$ cat config.mk
export PLATFORM = sky130hd
export DESIGN_NAME = robo_coletor_param
export DESIGN_NICKNAME = d
export VERILOG_FILES = /design/src/rtl/robo_coletor_param.sv
export SDC_FILE = /design/constraint.sdc
export NUM_CORES = 1
export LEC_CHECK = 0
export CORE_MARGIN = 4
export CORE_UTILIZATION = 44
export CTS_CLUSTER_SIZE = 30
export DETAILED_ROUTE_END_ITERATION = 8
export PLACE_DENSITY = 0.78
export SETUP_SLACK_MARGIN = 0.4
export SYNTH_ARGS = -nofsm -noshare
export SYNTH_HDL_FRONTEND = slang
export SYNTH_SLANG_ARGS = --single-unit
$ cat constraint.sdc
create_clock -name clock -period 5.1 [get_ports clock]
set_input_delay 1.02 -clock clock [delete_from_list [all_inputs] [get_ports clock]]
set_output_delay 1.02 -clock clock [all_outputs]
set_load 0.01 [all_outputs]
$ cat src/rtl/robo_coletor_param.sv
// robo_coletor_param: left-hand wall-follower collector robot with pose, move and item tracking.
// Optional `ROBO_BARRIER_REMOVE_EN: clear removable barriers instead of treating them as walls.
module robo_coletor_param #(
  parameter int         ROWS      = 9,
  parameter int         COLS      = 10,
  parameter int         START_ROW = 4,
  parameter int         START_COL = 3,
  parameter logic [1:0] START_DIR = 2'b00,
  parameter int         MAX_MOVES = 200,
  parameter int         CNT_W     = 8,
  localparam int        RW        = $clog2(ROWS + 1),
  localparam int        CW        = $clog2(COLS + 1),
  localparam int        MW        = $clog2(MAX_MOVES + 1)
) (
  input  logic             clock,
  input  logic             reset,
  input  logic             start,
  input  logic             head,
  input  logic             left,
  input  logic             under,
  input  logic             barrier,
  output logic             advance,
  output logic             turn,
  output logic             collect,
  output logic             remove,
  output logic [RW-1:0]    row,
  output logic [CW-1:0]    col,
  output logic [1:0]       dir,
  output logic [MW-1:0]    moves,
  output logic [CNT_W-1:0] collected,
  output logic             done,
  output logic             stuck
);

  localparam logic [1:0] DIR_N = 2'b00;
  localparam logic [1:0] DIR_S = 2'b01;
  localparam logic [1:0] DIR_L = 2'b10;
  localparam logic [1:0] DIR_O = 2'b11;

  typedef enum logic [1:0] {
    ST_IDLE = 2'b00,
    ST_RUN  = 2'b01,
    ST_DONE = 2'b10
  } state_t;

  state_t state, state_next;

  logic             turned_left, turned_left_next;
  logic [2:0]       turn_run, turn_run_next;
  logic             advance_next, turn_next, collect_next, remove_next;
  logic [RW-1:0]    row_next;
  logic [CW-1:0]    col_next;
  logic [1:0]       dir_next;
  logic [MW-1:0]    moves_next;
  logic [CNT_W-1:0] collected_next;
  logic             done_next, stuck_next;

  logic at_edge;
  logic head_eff;
  logic remove_ok;

  // Counter-clockwise quarter turn: N -> O -> S -> L -> N.
  function automatic logic [1:0] rotate_left(input logic [1:0] d);
    case (d)
      DIR_N:   rotate_left = DIR_O;
      DIR_O:   rotate_left = DIR_S;
      DIR_S:   rotate_left = DIR_L;
      default: rotate_left = DIR_N;
    endcase
  endfunction

  // The grid border is a wall: stepping forward would leave rows 1..ROWS / cols 1..COLS.
  always_comb begin
    at_edge = 1'b0;
    case (dir)
      DIR_N:   at_edge = (row == RW'(1));
      DIR_S:   at_edge = (row == RW'(ROWS));
      DIR_L:   at_edge = (col == CW'(COLS));
      default: at_edge = (col == CW'(1));
    endcase
  end

`ifdef ROBO_BARRIER_REMOVE_EN
  assign head_eff  = head | at_edge;
  assign remove_ok = barrier & ~at_edge;
`else
  assign head_eff  = head | barrier | at_edge;
  assign remove_ok = 1'b0;
`endif

  always_comb begin
    state_next       = state;
    advance_next     = 1'b0;
    turn_next        = 1'b0;
    collect_next     = 1'b0;
    remove_next      = 1'b0;
    row_next         = row;
    col_next         = col;
    dir_next         = dir;
    moves_next       = moves;
    collected_next   = collected;
    turned_left_next = turned_left;
    turn_run_next    = turn_run;
    done_next        = done;
    stuck_next       = stuck;

    case (state)
      ST_IDLE: begin
        if (start) state_next = ST_RUN;
      end

      ST_RUN: begin
        moves_next    = moves + 1'b1;
        turn_run_next = 3'd0;

        if (under) begin
          collect_next = 1'b1;
          if (collected != '1) collected_next = collected + 1'b1;
        end else if (remove_ok) begin
          remove_next = 1'b1;
        end else if (!left && !turned_left) begin
          turn_next = 1'b1;
        end else if (!head_eff) begin
          advance_next     = 1'b1;
          turned_left_next = 1'b0;
          case (dir)
            DIR_N:   row_next = row - 1'b1;
            DIR_S:   row_next = row + 1'b1;
            DIR_L:   col_next = col + 1'b1;
            default: col_next = col - 1'b1;
          endcase
        end else begin
          turn_next = 1'b1;
        end

        if (turn_next) begin
          dir_next         = rotate_left(dir);
          turned_left_next = 1'b1;
          turn_run_next    = turn_run + 3'd1;
        end

        // A full spin without any other action means the robot is boxed in.
        if (turn_run_next == 3'd4) stuck_next = 1'b1;

        if (stuck_next || (moves_next == MW'(MAX_MOVES))) begin
          done_next  = 1'b1;
          state_next = ST_DONE;
        end
      end

      default: ;
    endcase
  end

  always_ff @(posedge clock or posedge reset) begin
    if (reset) begin
      state       <= ST_IDLE;
      advance     <= 1'b0;
      turn        <= 1'b0;
      collect     <= 1'b0;
      remove      <= 1'b0;
      row         <= RW'(START_ROW);
      col         <= CW'(START_COL);
      dir         <= START_DIR;
      moves       <= '0;
      collected   <= '0;
      done        <= 1'b0;
      stuck       <= 1'b0;
      turned_left <= 1'b0;
      turn_run    <= 3'd0;
    end else begin
      state       <= state_next;
      advance     <= advance_next;
      turn        <= turn_next;
      collect     <= collect_next;
      remove      <= remove_next;
      row         <= row_next;
      col         <= col_next;
      dir         <= dir_next;
      moves       <= moves_next;
      collected   <= collected_next;
      done        <= done_next;
      stuck       <= stuck_next;
      turned_left <= turned_left_next;
      turn_run    <= turn_run_next;
    end
  end

endmodule

==> summary.txt, run 1 <==
Yosys
  – Seq/Total Area, Yosys: 48.3%
  – Cell variety after synth: 38
  – Multiplexer share of the synthesized area: 2.80%
  – Largest family of logic cells by synthesized area: simple AND/OR/NAND/NOR gates
  – Synth top area cells: dfrtp_1 (44%), ha_1 (9.1%), xor2_1 (5.9%)
  – Post-Synth XOR/XNOR Area: 10.9%
  – Post-synth EDFFs: 0
  – Top cell type's share of synthesized area: between 40 and 50%
  – Synthesized-area fraction occupied by and/or/nand/nor cells: 18.4%
  – Top FF cell, synth: dfrtp_1
  – Ys async rst share: 100%
  – Synth warn: 0
  – Area leader, netlist: dfrtp_1
  – Area of the mapped netlist: between 1500 and 2000 µm²
  – Post-synthesis compound-gate area fraction: 7.28%
  – Synthesized Nets: 198
  – Adder-cell share of the synthesized area: 9.10%
  – Syn avg cell area: 10.9 µm²
  – Post-synthesis register bit count: 37
  – Syn Inst Count: ~180

Clocking
  – Root Buffer: clkbuf_8
  – CTS resizes: 0
  – CTS clk-pin slew, worst paths: 70 ps
  – Setup repair bufs after CTS: 0
  – CTS buffer count: 5
  – CTS tree: built
  – H-Tree Depth: 2
  – Clock sinks: 37
  – Clock Tree Buf Depth: 2
  – Worst skew pair latency: 280 ps
  – Hold_buf cts: 0

Setup path
  – Worst EP required: 4080 ps
  – Worst setup SP type: flip-flop
  – Crit Path Max Fanout: 7
  – WS Path Type: flip-flop to output port
  – Critical path's top delay family: flip-flops
  – Crit path DAT: 1430 ps
  – Slowest stage delay, CP: 600 ps
  – CP cell instances: clkdlybuf4s50_1
  – Worst Path Buf+Inv: 1
  – Worst setup EP type: output port
  – Crit-path slowest cell: dfstp_2

Floorplanning
  – # IOs: 39
  – Die area: 5500 µm²
  – Die Ht: 74.1 µm
  – Starting Density: a little under half
  – Std-Cell Rows: 23
  – Core area: between 4000 and 5000 µm²
  – Die Span X: 74.1 µm

STA
  – Fin crit period: roughly 2400 ps
  – Skew final: ~5.0 ps
  – Relative slew slack: about 60%
  – Hold Vio Cnt, Final: 0
  – Fmax: roughly 0.4 GHz
  – Setup violators final: 0
  – Unrepaired setup endpoints after global routing: no
  – Max Slew Vio Count: 0
  – Setup TNS: 0 ps
  – Worst-Margin Slew: 596 ps
  – Final period util: 48.0%
  – Hold slack final: around 500 ps

Global route
  – Total track usage: between 10% and 20%
  – GR Overflow Total: 0
  – Antenna violations before repair: 0
  – Vias in the first global route: 1,336
  – First-pass GRT wire length: between 6000 and 7000 µm
  – Largest net degree at the start of global routing: 38

Worst hold path
  – Hold WC Path Type: flip-flop to flip-flop

Drt
  – Number of DRC markers in iteration 0: 48
  – WL final: 3420 µm
  – Wire per inst: 12.7 µm
  – Vias per cell: 5.16
  – Antenna viol nets, final: 0
  – Vias: 1,392
  – DR pass1 iterations: 4
  – Remaining DRCs: 0

Power and ir drop
  – Pleak: 0.00111 µW
  – Power per Cell Area: roughly 210 nW/µm²
  – Worst VDD drop: 0.000147 V

Run status
  – Status: completed

Final layout
  – Layout cells sized above 1: 10.0%
  – Sequential cell area: 930 µm²
  – Most frequent cells in the layout: clkdlybuf4s50_1 (37), dfrtp_1 (34), nor2_1 (16), nand2_1 (14), ha_1 (14)
  – Nets: 240
  – Antenna cells: 0
  – Syn-to-layout area delta: 26.0%
  – Most common cell after layout, fill and taps aside: clkdlybuf4s50_1
  – Number of fill cells: 349
  – Multi-input gate area: 937 µm²

Place
  – Final weighted congestion in routability-driven placement: ~0.75
  – DP HPWL: 2500 µm
  – IO Port Bufs: 37

Flow run
  – Max cap viols: 0
-- final timing paths --
kind / start / endpoint / slack [ps] / depth (start not counted)
max reg2reg: col[1] / col[2] / 2980 / 7
min: collected[6] / collected[6] / 500 / 1
max: col[0] / col[0] / 2650 / 1
min in group asynchronous: reset / collected[4] / 1140 / 3
max in group asynchronous: reset / row[2] / 3600 / 3
min reg2reg: collected[6] / collected[6] / 500 / 1
-- layout make-up --
| type | count | share of cell area, % |
|---|---|---|
| multi-input cells | 127 | 38.6 |
| inverters | 10 | 1.55 |
| repair buffers | 38 | 15.6 |
| well taps | 50 | 2.58 |
| clock buffers | 8 | 3.30 |
| flip-flops and latches | 37 | 38.3 |
-- registers in the layout (all words and copies together) (netlist names), 2 cells and up --
register   flops
col            4
collected      8
dir            2
moves          8
row            4
state          2
turn_run       3
-- logic make-up (layout without fill, tap and decap cells) --
kind of cell / count (synthesis) / count (layout)
other: 1 / 1
multiplexers: 5 / 5
AO/OA/AOI/OAI: 19 / 19
flip-flops: 37 / 37
AND/OR/NAND/NOR: 64 / 64
adder cells (fa/ha/maj): 14 / 14
XOR/XNOR: 24 / 24
buffers and inverters: 13 / 56
-- routing by layer --
metal  part of all wire (%)  wire, µm  global-route usage, %  up-vias
met3                    4.9       166                   3.38        5
met5                      0         0                      0        -
met1                     45      1540                   18.4      665
met4                    1.6        56                   4.83        0
met2                     48      1650                   22.9       36
li1                       -         -                      -      686
-- cell usage after synthesis, types with 3 or more instances --
cell	instances
nand2_1	14
xnor2_1	11
a21oi_1	7
dfrtp_1	34
mux2_2	3
nand4_1	5
inv_1	10
o21ai_0	3
dfstp_2	3
nand3_1	9
nor2b_1	3
xor2_1	13
nor2_1	16
ha_1	14
-- through the flow --
step                      setup slack [ps]  std cells  total power, µW  instance area [µm²]  utilization (%)
after global routing                  2610        270              536                 2420             58.9
after global placement                2470        262              328                 2340             57.0
after floorplan                       3080        177              317                 1920                -
final                                 2650        270              514                 2420             58.9
after detailed placement              2460        262              328                 2340             57.0
after CTS                             2640        270              522                 2420             58.9
-- power breakdown --
part | internal, µW | switching (µW)
sequential | 295 | 1.81
combinational | 11.3 | 14.0
clock | 97.1 | 94.4
Power figures use the tool's default switching activity.
==> inputs of run 2 (changes only) <==
==> constraint.sdc (replaced) <==
create_clock -name clock -period 2.45 [get_ports clock]
set_input_delay 0.49 -clock clock [delete_from_list [all_inputs] [get_ports clock]]
set_output_delay 0.49 -clock clock [all_outputs]
set_load 0.01 [all_outputs]
==> run 2 against run 1 <==
Against the previous run:
- critical path depth is 6 higher
- register-to-register slack worse by 2700 ps
- clock skew is 5.2 ps higher
- via count is 1.5% higher
- first-iteration DRC count is 60% higher
- non-clock buffer count is 10 higher
- count of clock-buffer cells in the layout is 2 lower
- worst setup slack worse by 2400 ps
- combinational power is 120% higher
- largest power group unchanged
- clock power grew to 2.9 times the previous value
- cell count is 3.7% higher
==> summary.txt, run 2 (synthesized netlist as in run 1, its figures left out) <==
STA
  – Worst-Margin Slew: 510 ps (-85.9 ps)
  – Hold Vio Cnt, Final: 0 (unchanged)
  – Fin crit period: 2170 ps
  – Final period util: around 88%
  – Unrepaired setup endpoints after global routing: yes
  – Skew final: 10.2 ps (+5.19 ps)
  – Hold slack final: 498 ps (-1.62 ps)
  – Setup violators final: 0 (unchanged)
  – Setup TNS: 0 ps (unchanged)
  – Fmax: 0.461 GHz
  – Relative slew slack: 65.9% (+5.7 points)
  – Max Slew Vio Count: 0 (unchanged)

Final layout
  – Final instance area: 2590 µm² (+6.7%)
  – Top Registers: collected x8, moves x8
  – Number of fill cells: 350 (+0.29%)
  – Multi-input gate area: 981 µm² (+4.7%)
  – Most frequent cells in the layout: clkdlybuf4s50_1 (37), dfrtp_1 (34), nand2_1 (14), nor2_1 (14), xor2_1 (13)
  – Syn-to-layout area delta: 34.5%
  – Fin util: 62.9% (+4.0 points)
  – Nets: 250 (+4.2%)
  – Most common cell after layout, fill and taps aside: clkdlybuf4s50_1
  – Layout cells sized above 1: 17.4% (+7.4 points)
  – Antenna cells: 0 (unchanged)
  – Sequential cell area: 930 µm² (unchanged)

Global route
  – Vias in the first global route: 1,350 (+1.0%)
  – First-pass GRT wire length: 6060 µm (+0.92%)
  – Antenna violations before repair: 0 (unchanged)
  – Total track usage: 14.4% (+0.33 points)
  – Largest net degree at the start of global routing: 38 (unchanged)
  – GR Overflow Total: 0 (unchanged)

Worst hold path
  – Hold WC Path Type: flip-flop to flip-flop
  – Hold path depth: 2 (+1)
  – HP Start: done

Setup path
  – Crit path launch: col[1]
  – Worst r2r src: col[1]
  – CP cell instances: inv_2 -> ha_4 -> and4bb_2 -> nor4_4 -> nand4_1 -> buf_4 -> o21ai_0
  – Crit Path Max Fanout: 6 (-1)
  – Crit-path slowest cell: dfstp_2
  – Worst r2r path cells: 7 (unchanged)
  – Worst setup SP type: flip-flop
  – WS Path Type: flip-flop to flip-flop
  – Slowest stage delay, CP: 590 ps (about the same)
  – Worst EP required: 2660 ps (-1420 ps)
  – Worst setup EP type: flip-flop
  – Crit path DAT: 2370 ps (+940 ps)
  – Setup slack, reg-to-reg: 280 ps (-2700 ps)

Power and ir drop
  – Pleak: 0.00118 µW (+6.4%)
  – Worst VDD drop: 0.000306 V (+110%)
  – Overall Power: 1230 µW (+140%)
  – Power per Cell Area: 474 nW/µm² (+120%)

Clocking
  – CTS buffer count: 5 (unchanged)
  – Clock Tree Buf Depth: 2 (unchanged)
  – Root Buffer: clkbuf_8
  – H-Tree Depth: 2 (unchanged)
  – Clock sinks: 37 (unchanged)
  – CTS clk-pin slew, worst paths: 80 ps (about the same)
  – CTS tree: built
  – Worst skew pair latency: 290 ps (about the same)
  – Hold_buf cts: 0 (unchanged)

Drt
  – Number of DRC markers in iteration 0: 77 (+60%)
  – WL final: 3600 µm (+5.2%)
  – Remaining DRCs: 0 (unchanged)
  – Antenna viol nets, final: 0 (unchanged)
  – Vias: 1,413 (+1.5%)
  – DR pass1 iterations: 4 (unchanged)
  – Wire per inst: 12.9 µm (+1.5%)
  – Vias per cell: 5.05 (-2.1%)

Floorplanning
  – Die Span X: 74.1 µm (unchanged)
  – Std-Cell Rows: 23 (unchanged)
  – Starting Density: 46.8% (unchanged)
  – Core area: 4120 µm² (unchanged)
  – Die area: 5500 µm² (unchanged)
  – # IOs: 39 (unchanged)
  – Die Ht: 74.1 µm (unchanged)

Place
  – Final weighted congestion in routability-driven placement: 0.805 (+7.0%)
  – DP HPWL: 2580 µm (+3.2%)
  – IO Port Bufs: 37 (unchanged)
  – Dpl cell area: 2360 µm² (+0.64%)

Flow run
  – Max cap viols: 0 (unchanged)

Run status
  – Status: completed
run 2: cell types whose count changed in the layout (fill, tap and decap cells not counted), sizes merged:
cell      change
buf          +10
bufinv        +1
clkbuf        -2
clkinvlp      +1
run 2: final timing paths:
check / to
max: col[1]
min: done
max in group asynchronous: row[2]
min in group asynchronous: collected[6]
max reg2reg: col[1]
min reg2reg: done
run 2: cell type report:
cell class / count / share of cell area (%)
multi-input cells: 127 / 37.9
flip-flops and latches: 37 / 35.9
repair buffers: 48 / 17.6
clock buffers: 6 / 3.19
well taps: 50 / 2.42
clock inverters: 2 / 1.45
inverters: 10 / 1.45
run 2: critical path: cells and delay by family, from the launching register on:
| kind | cells | cell delay [ps] |
|---|---|---|
| flip-flops | 1 | 590 |
| adder cells (fa/ha/maj) | 1 | 150 |
| AO/OA/AOI/OAI | 1 | 200 |
| AND/OR/NAND/NOR | 3 | 850 |
| buffers and inverters | 2 | 300 |
run 2: layer usage:
| metal | GRT usage (%) | vias to the layer above | part of all wire [%] |
|---|---|---|---|
| met5 | 0 | - | 0 |
| met4 | 7.85 | 0 | 2.7 |
| met3 | 3.65 | 9 | 4.5 |
| met2 | 22.2 | 31 | 47 |
| met1 | 18.6 | 665 | 46 |
| li1 | - | 708 | - |
run 2: report_power, final:
part           total [µW]  internal [µW]  switching [µW]  leakage [µW]
combinational        55.2           24.4            30.8      0.000640
clock                 553            331             222     0.0000574
sequential            618            614            4.26      0.000481
run 2: what timing repair did:
action                     in CTS  in global routing
pin swaps                       0                  7
setup endpoints to repair       2                 12
gates resized for setup         0                 10
buffers inserted                0                  8
run 2: stage by stage:
step           setup slack [ps]  std cells
2_1_floorplan               586        177
3_3_place_gp                325        264
3_5_place_dp                294        264
4_1_cts                     336        272
5_1_grt                     214        280
6_report                    282        280
==> inputs of run 3 (changes only) <==
--- a/config.mk
+++ b/config.mk
@@ -6,10 +6,10 @@
 export NUM_CORES = 1
 export LEC_CHECK = 0
 export CORE_MARGIN = 4
-export CORE_UTILIZATION = 44
+export CORE_UTILIZATION = 40
 export CTS_CLUSTER_SIZE = 30
 export DETAILED_ROUTE_END_ITERATION = 8
-export PLACE_DENSITY = 0.78
+export PLACE_DENSITY = 0.73
 export SETUP_SLACK_MARGIN = 0.4
 export SYNTH_ARGS = -nofsm -noshare
 export SYNTH_HDL_FRONTEND = slang
==> run 3 against run 2 <==
Against the previous run:
- clock power is 23% lower
- core utilization down 6.4 points
- count of clock-buffer cells in the layout is 1 higher
- wire length grew 8.1%
- cell count shrank 0.36%
==> summary.txt, run 3 (synthesized netlist as in run 1, its figures left out) <==
Run status
  – Status: completed

Final layout
  – Number of fill cells: 404 (+15%)
  – Layout cells sized above 1: 15.9% (-1.5 points)
  – Syn-to-layout area delta: 32.2%
  – Sequential cell area: 930 µm² (unchanged)
  – Most common cell after layout, fill and taps aside: clkdlybuf4s50_1
  – Top Registers: collected x8, moves x8
  – Antenna cells: 0 (unchanged)
  – Most frequent cells in the layout: clkdlybuf4s50_1 (36), dfrtp_1 (34), nor2_1 (15), nand2_1 (14), xor2_1 (13)
  – Multi-input gate area: 988 µm² (+0.77%)
  – Non-filler cells, final: 279 (-0.36%)
  – Nets: 248 (-0.80%)

Setup path
  – Crit Path Max Fanout: 5 (-1)
  – Worst r2r path cells: 8 (+1)
  – Worst setup EP type: flip-flop
  – Critical Path End: col[3]
  – Setup slack, reg-to-reg: 410 ps (+130 ps)
  – Slowest stage delay, CP: 570 ps (-20 ps)
  – Cell depth of the worst setup path: 8 (+1)
  – Critical path's top delay family: simple AND/OR/NAND/NOR gates
  – Worst setup SP type: flip-flop
  – Worst Path Buf+Inv: 2 (unchanged)
  – Reg-to-Reg End: col[3]
  – WS Path Type: flip-flop to flip-flop
  – Crit path DAT: 2250 ps (-120 ps)
  – Crit-path slowest cell: dfstp_2
  – Worst EP required: 2660 ps (about the same)
  – Worst r2r src: col[1]
  – Crit path launch: col[1]
  – CP cell instances: inv_2 -> ha_4 -> and4bb_2 -> nor4_4 -> nand4_1 -> buf_6 -> a21oi_4 -> xor2_1

Global route
  – Total track usage: 13.0% (-1.4 points)
  – Vias in the first global route: 1,406 (+4.1%)
  – First-pass GRT wire length: 6290 µm (+3.9%)
  – Largest net degree at the start of global routing: 38 (unchanged)
  – Antenna violations before repair: 0 (unchanged)
  – GR Overflow Total: 0 (unchanged)

Drt
  – Number of DRC markers in iteration 0: 75 (-2.6%)
  – Antenna viol nets, final: 0 (unchanged)
  – Remaining DRCs: 0 (unchanged)
  – Vias: 1,429 (+1.1%)
  – WL final: 3890 µm (+8.1%)
  – DR pass1 iterations: 4 (unchanged)
  – Wire per inst: 13.9 µm (+8.4%)
  – Vias per cell: 5.12 (+1.5%)

Clocking
  – CTS clk-pin slew, worst paths: 70 ps (about the same)
  – H-Tree Depth: 2 (unchanged)
  – Root Buffer: clkbuf_8
  – CTS tree: built
  – Worst skew pair latency: 280 ps (about the same)
  – Clock Tree Buf Depth: 2 (unchanged)
  – Clock sinks: 37 (unchanged)
  – CTS buffer count: 5 (unchanged)

Floorplanning
  – Die Span X: 77.4 µm (+4.4%)
  – Std-Cell Rows: 24 (+4.3%)
  – Starting Density: 42.7% (-4.0 points)
  – # IOs: 39 (unchanged)
  – Core area: 4500 µm² (+9.5%)
  – Die area: 5980 µm² (+8.9%)
  – Die Ht: 77.4 µm (+4.4%)

Worst hold path
  – Hold WC Path Type: flip-flop to flip-flop
  – HP Start: collected[7]

Power and ir drop
  – Net Sw Frac: 21.7% (+0.71 points)
  – Power per Cell Area: 433 nW/µm² (-8.7%)
  – Combinational group share of total power: 5.2% (+0.7 points)
  – P_int: 862 µW (-11%)
  – Sequential share of power: 56.2% (+5.8 points)
  – Net Sw Power: 239 µW (-7.2%)
  – Pleak: 0.00117 µW (-0.66%)
  – Worst VDD drop: 0.000384 V (+25%)
  – Clk pwr share: 38.7% (-6.4 points)

STA
  – Worst-Margin Slew: 518 ps (+7.67 ps)
  – Relative slew slack: 65.3% (-0.51 points)
  – Fmax: 0.490 GHz (+6.2%)
  – Max Slew Vio Count: 0 (unchanged)
  – Fin crit period: 2040 ps (-127 ps)
  – Skew final: 5.19 ps (-5.02 ps)
  – Final period util: 83.3% (-5.2 points)
  – Setup TNS: 0 ps (unchanged)
  – Unrepaired setup endpoints after global routing: yes
  – Setup violators final: 0 (unchanged)
  – Hold Vio Cnt, Final: 0 (unchanged)

Place
  – Final weighted congestion in routability-driven placement: 0.806 (+0.16%)
  – DP HPWL: 2590 µm (+0.27%)
  – IO Port Bufs: 37 (unchanged)
  – DP Cell Count: 265 (+0.38%)

Flow run
  – Max cap viols: 0 (unchanged)
[run 3: timing repair]
action	4_1_cts	5_1_grt
resized for setup	0	11
pin swaps	2	5
hold buffers	0	0
cloned	0	1
setup endpoints to repair	4	5
hold endpoints to repair	0	0
setup buffers	2	4
[run 3: cell type report]
type	count	share of cell area, %
timing repair buffer	45	17.2
clock buffer	7	3.39
tap	52	2.56
multi-input combinational	128	38.9
sequential	37	36.5
inverter	10	1.48
[run 3: how the worst min path moves through the flow]
stage                         to  slack [ps]  cells after the start
global route        collected[7]         510                      1
global placement     turn_run[2]         480                      2
CTS                 collected[7]         500                      1
floorplan            turn_run[2]         460                      2
finish              collected[7]         500                      1
detailed placement  collected[7]         490                      1
[run 3: power groups by stage]
stage | registers (µW) | clock network (µW) | logic [µW]
floorplan | 630 | 0 | 30.6
global route | 618 | 465 | 64.0
CTS | 618 | 441 | 54.5
detailed placement | 630 | 0 | 54.2
global placement | 630 | 0 | 53.1
finish | 618 | 426 | 56.7
[run 3: metrics by stage]
stage          hold WS, ps  utilization [%]  power, µW  area, µm²  setup slack [ps]
3_3_place_gp           484             52.3        683       2350               398
2_1_floorplan          460                -        660       1920               586
3_5_place_dp           486             52.3        684       2350               355
4_1_cts                501             54.5       1110       2460               419
6_report               499             56.5       1100       2540               410
5_1_grt                512             56.5       1150       2540               271
[run 3: per-layer routing]
layer / track usage, % / wire length [µm] / up-vias
met3: 4.05 / 183 / 6
met1: 17.2 / 1820 / 680
met4: 5.52 / 63 / 0
met5: 0 / 0 / -
met2: 19.6 / 1820 / 40
li1: - / - / 703
